[config.mk]
export PLATFORM = sky130hd
export DESIGN_NAME = pc_sequencer
export DESIGN_NICKNAME = d
export VERILOG_FILES = /design/src/rtl/pc_sequencer.sv
export SDC_FILE = /design/constraint.sdc
export NUM_CORES = 1
export LEC_CHECK = 0
export CORE_ASPECT_RATIO = 1.5
export CORE_MARGIN = 5
export CORE_UTILIZATION = 41
export DETAILED_ROUTE_END_ITERATION = 8
export HOLD_SLACK_MARGIN = 0.03
export PLACE_DENSITY = 0.78
export SLEW_MARGIN = 10
export SYNTH_ARGS = -nofsm -noshare
export SYNTH_HDL_FRONTEND = slang
export SYNTH_SLANG_ARGS = --single-unit
[constraint.sdc]
create_clock -name clk -period 2.69 [get_ports clk]
set_input_delay 0.4035 -clock clk [delete_from_list [all_inputs] [get_ports clk]]
set_output_delay 0.4035 -clock clk [all_outputs]
set_load 0.05 [all_outputs]
[src/rtl/pc_sequencer.sv]
// Program counter and req/ack fetch sequencer (IDLE/FETCH/HOLD).
// Optional misaligned-redirect trap enabled by PC_MISALIGN_TRAP_EN.
module pc_sequencer (
  input  logic        clk,
  input  logic        reset,
  input  logic [31:0] PC_Plus4,
  input  logic        c_out,
  input  logic        branch_taken,
  input  logic [31:0] branch_target,
  input  logic        stall,
  input  logic        imem_ack,
  output logic [31:0] PC,
  output logic        imem_req,
  output logic        fetch_valid,
  output logic [31:0] fetch_pc,
  output logic        pc_wrap,
  output logic        misalign_trap,
  output logic [31:0] bad_target
);

  localparam logic [31:0] RESET_VECTOR = 32'h0000_0000;

  typedef enum logic [1:0] {
    IDLE  = 2'd0,
    FETCH = 2'd1,
    HOLD  = 2'd2
  } state_t;

  state_t      state;
  logic        redirect;
  logic [31:0] redir_pc;

  assign imem_req = (state == FETCH);
  assign redirect = branch_taken && (state != IDLE);

`ifdef PC_MISALIGN_TRAP_EN
  localparam logic [31:0] TRAP_VECTOR = 32'h0000_0100;

  logic trap_hit;

  assign trap_hit = redirect && (branch_target[1:0] != 2'b00);
  assign redir_pc = trap_hit ? TRAP_VECTOR : branch_target;

  always_ff @(posedge clk or posedge reset) begin
    if (reset) begin
      misalign_trap <= 1'b0;
      bad_target    <= 32'h0;
    end else begin
      misalign_trap <= trap_hit;
      if (trap_hit)
        bad_target <= branch_target;
    end
  end
`else
  assign redir_pc      = branch_target & 32'hFFFF_FFFC;
  assign misalign_trap = 1'b0;
  assign bad_target    = 32'h0;
`endif

  always_ff @(posedge clk or posedge reset) begin
    if (reset) begin
      state       <= IDLE;
      PC          <= RESET_VECTOR;
      fetch_valid <= 1'b0;
      fetch_pc    <= 32'h0;
      pc_wrap     <= 1'b0;
    end else begin
      fetch_valid <= 1'b0;
      // a redirect discards any ack landing in the same cycle
      if (redirect) begin
        PC    <= redir_pc;
        state <= FETCH;
      end else begin
        case (state)
          IDLE: state <= FETCH;
          FETCH: begin
            if (imem_ack) begin
              fetch_pc    <= PC;
              fetch_valid <= 1'b1;
              if (stall) begin
                state <= HOLD;
              end else begin
                PC <= PC_Plus4;
                if (c_out)
                  pc_wrap <= 1'b1;
              end
            end
          end
          HOLD: begin
            if (!stall) begin
              PC    <= PC_Plus4;
              state <= FETCH;
              if (c_out)
                pc_wrap <= 1'b1;
            end
          end
          default: state <= IDLE;
        endcase
      end
    end
  end

endmodule
Word level (Yosys, flattened, before mapping)
Cells that the tools add are included.

cells by class
  eq/ne operators = 6
  mux-type cells = 16
  bitwise operators = 1
  reduce and logical (&&, ||, !) cells = 9

operator list
  cell                                                                   count
  32-bit 2-to-1 mux                                                      3
  32-bit one-hot mux with 2 select lines                                 1
  3-bit AND reduction                                                    3
  2-bit 2-to-1 mux                                                       4
  1-bit 2-to-1 mux                                                       6
  3-bit by 2-bit != test with 1-bit output, second input constant        2
  2-bit one-hot mux with 3 select lines                                  1
  2-bit nonzero test                                                     2
  3-bit != test, second input constant                                   1
  3-bit nonzero test                                                     1
  2-bit by 1-bit equality test with 1-bit output, second input constant  1
  2-bit equality test, second input constant                             1
  2-bit zero test                                                        1
  2-bit != test, second input constant                                   1
  1-bit one-hot mux with 2 select lines                                  1
  2-bit AND reduction                                                    1
  1-bit logical AND                                                      1
  1-bit NOT                                                              1

storage, ports and cells
  flip-flop bits (word level) = 68
  output and inout port bits = 100
  logic and storage cells = 37

Depth between registers and ports, before layout
  depth after elaboration = 4
  depth in mapped cells = 8
  depth with buffers taken out = 6

Worst setup path after synthesis
Ideal clock, no wire load.

  path type = flip-flop to flip-flop
  start = register state[1]
  end = register PC[10]
  setup time = 0.125 ns
  data arrival time = 1.918 ns
  data required time = 2.565 ns
  setup slack = 0.647 ns
  stages on the path, launching flop included = 7
  buffers on the path = 1
  clock period less this slack = 2.043 ns
  cell sequence = dfrtp_1 > inv_1 > ha_1 > a21oi_2 > o22ai_4 > buf_6 > mux2_4

RTL lines
  element                                                               line  RTL
  from (decl)                                                           29    state_t state;
  from (signal assigned)                                                62    state <= IDLE;
  from (signal assigned)                                                72    state <= FETCH;
  from (signal assigned)                                                75    IDLE: state <= FETCH;
  2-bit by 1-bit equality test with 1-bit output *                      --
  via imem_req                                                          13    output logic imem_req,
  32-bit one-hot mux with 2 select lines, or another cell as far along  74    case (state)
  32-bit 2-to-1 mux / 2-bit AND reduction (equally long branches)       --
  to (signal assigned)                                                  71    PC <= redir_pc;
  to (signal assigned)                                                  83    PC <= PC_Plus4;
  to (signal assigned)                                                  91    PC <= PC_Plus4;
  to (decl)                                                             12    output logic [31:0] PC,

The timed path passes the listed nets; every way through them passes the cells marked *.
A chain may end at the register's enable or synchronous reset.

Worst setup path in the final report
  start = register state[1]
  end = output port imem_req

on the way
  longest elaborated chain between the ends = 1

ends and longest elaborated chain
  element                                         line  RTL
  2-bit by 1-bit equality test with 1-bit output  33    assign imem_req = (state == FETCH);
  to (decl)                                       13

Every way passes these cells.

==> results_dict.tcl <==
set metrics [dict create \
    status "completed" \
    post_cts_buffers 0 \
    areaGrowthSynthToFinish_pct 46.5 \
    power.leakage_nw 2.35 \
    synth_edf_count 0 \
    seqPwrFrac 0.233 \
    grt_pass1_wl_mm 12.6 \
    synth_most_common_cell "dfrtp_1" \
    power_frac_clock 0.164 \
    ys_seq_area_frac 0.477 \
    cp.required_ns 2.29 \
    end_kind "primary output" \
    period_minus_slack_ns 2.37 \
    fmaxAchievable_mhz 423 \
    grt_pass1_vias 2481 \
    fp.dieH_um 124 \
    drv_cap 0 \
    wire_per_inst_um 16.2 \
    path_delay_family "buffers and inverters" \
    hold_viol_final 0 \
    vias_per_cell 4.60 \
    hold_path.class "input port to asynchronous set/reset pin" \
    setup_violations 0 \
    yosys_warnings 0 \
    vias 2246 \
    syn_area_per_cell_um2 15.2 \
    antenna_found_initial 0 \
    synth.area.top_cells "dfrtp_1, mux2_4, mux2_2" \
    multi_input_area_mm2 0.00157 \
    pre_cts_ws_ns 0.462 \
    power_mw 8.24 \
    async_flop_share 1.00 \
    critPathMaxFanout 6 \
    power_switching_mw 3.61 \
    path_clk_slew_ns 0.06 \
    p_int_mw 4.63 \
    timing.critical_path.buf_inv 2 \
    power_frac_comb 0.603 \
    whs_ns 0.371 \
    cpPeakStageDelay_ns 0.85 \
    netlist_instances 235 \
    dieArea_mm2 0.0107 \
    setup_tns_ns 0 \
    powerDensity_mw_per_mm2 1580 \
    final_layout_size_suffix_gt1_frac 0.320 \
    clock_skew_ns 0.00620 \
    worst_slack_ns 0.325 \
    core.rowCount 41 \
    critPathKind "flip-flop to primary output" \
    cts.sinks 68 \
    ant_nets 0 \
    fillers 662 \
    routed_wl_mm 7.92 \
    reg2regPathDepth 7 \
    register_area_mm2 0.00170 \
    grt-ovfl-total 0 \
    cts_hold_buffers 0 \
    yosys.area.top_type "dfrtp_1" \
    final_max_slew_viol_count 0 \
    start_kind "flip-flop" \
    cts.root.buffer_cell "clkbuf_16" \
    drc 0 \
    grt_usage 0.149 \
    cts_buffer_depth 2 \
    diodes 0 \
    synth_seq_cells 68 \
    cts_max_level 3 \
    syn_area_mm2 0.00357 \
    critPathArrivalTime_ns 1.96 \
    crit_chain "inv_1, ha_1, clkdlybuf4s50_1" \
    synthTopCellsByCount "dfrtp_1, mux2_4, mux2_2" \
    tightest_slew_ns 0.549 \
    dp_hpwl_mm 6.13 \
    r2r-start "state[1]" \
    ios 170 \
    core_mm2 0.00846 \
    post-route-period-util 0.879 \
    grt_setup_unrepaired "no" \
    slew_headroom 0.633 \
    numPortBuffers 134 \
    drtIter0Drc 30 \
    ctsResizeCount 0 \
    insertion_delay_ns 0.32 \
    start_util 0.422 \
    slowest_stage "clkdlybuf4s50_1" \
    drt-pass1-iter-count 4 \
    grt_max_degree 33 \
    nNetsFinal 449 \
    ys_types 26 \
    synth_ff_type "dfrtp_1" \
    cts_buffers 9 \
    ir_drop_mv 0.735 \
    r2r_slack_ns 0.58 \
    sw_frac_of_total 0.438 \
    synthDominantCellAreaShare 0.477 \
    dieWidth_um 86.2 \
    cts_tree "built" \
    gp_congestion 0.777 \
    regToRegEndpoint "fetch_pc[24]" \
]
-- layer usage --
metal | part of all wire | wire [µm] | GRT usage | vias to the layer above
li1 | - | - | - | 1029
met1 | 0.37 | 2950 | 0.169 | 1096
met2 | 0.51 | 4070 | 0.250 | 112
met3 | 0.099 | 780 | 0.0523 | 9
met4 | 0.015 | 121 | 0.0624 | 0
met5 | 0 | 0 | 0 | -
-- power groups by stage --
stage               logic (mW)  clock network, mW  registers [mW]
floorplan                 1.92                  0            3.63
detailed placement        5.02                  0            1.92
global route              5.15               1.43            1.99
finish                    4.97               1.35            1.92
global placement          4.95                  0            1.89
CTS                       5.02               1.38            1.92
-- how the worst max path moves through the flow --
stage          cells past startpoint  slack (ns)          from        to
2_1_floorplan                      1        0.57         reset     PC[0]
3_3_place_gp                       6        0.48  branch_taken     PC[6]
3_5_place_dp                       6        0.46  branch_taken    PC[15]
4_1_cts                            3        0.31      state[1]  imem_req
5_1_grt                            3        0.23      state[1]  imem_req
6_report                           3        0.32      state[1]  imem_req
-- registers in the layout, summed over array words and instances (netlist names) --
name	cells
state	2
pc_wrap	1
PC	32
fetch_valid	1
fetch_pc	32
-- per-stage QoR --
stage	utilization	std cells	cell area, µm²
6_report	0.618	488	5230
3_5_place_dp	0.576	472	4880
5_1_grt	0.618	488	5230
2_1_floorplan	-	267	3690
4_1_cts	0.618	488	5230
3_3_place_gp	0.576	472	4880
-- logic make-up after synthesis --
family	share of synthesized area
AO/OA/AOI/OAI	0.0210
AND/OR/NAND/NOR	0.0189
buffers and inverters	0.116
adder cells (fa/ha/maj)	0.0105
flip-flops	0.477
multiplexers	0.356
other	0.00105
-- layout by cell type (no fill, tap or decap), drive strengths merged --
master,instances
a211oi,1
a21oi,3
a22oi,1
a41o,1
and2,1
and3,1
buf,7
bufinv,3
clkbuf,11
clkdlybuf4s50,134
clkinv,1
conb,33
dfrtp,68
ha,3
inv,8
mux2,92
mux2i,2
nand2,5
nand4b,1
nor2b,1
nor3,1
o21ai,2
o22ai,1
-- area by class of cell --
cell class | instances | share of cell area
clock buffers | 11 | 0.0464
repair buffers | 141 | 0.276
multi-input cells | 149 | 0.301
flip-flops and latches | 68 | 0.325
well taps | 107 | 0.0256
clock inverters | 5 | 0.0206
inverters | 7 | 0.00502
No activity file was read; power rests on OpenSTA's default activity.
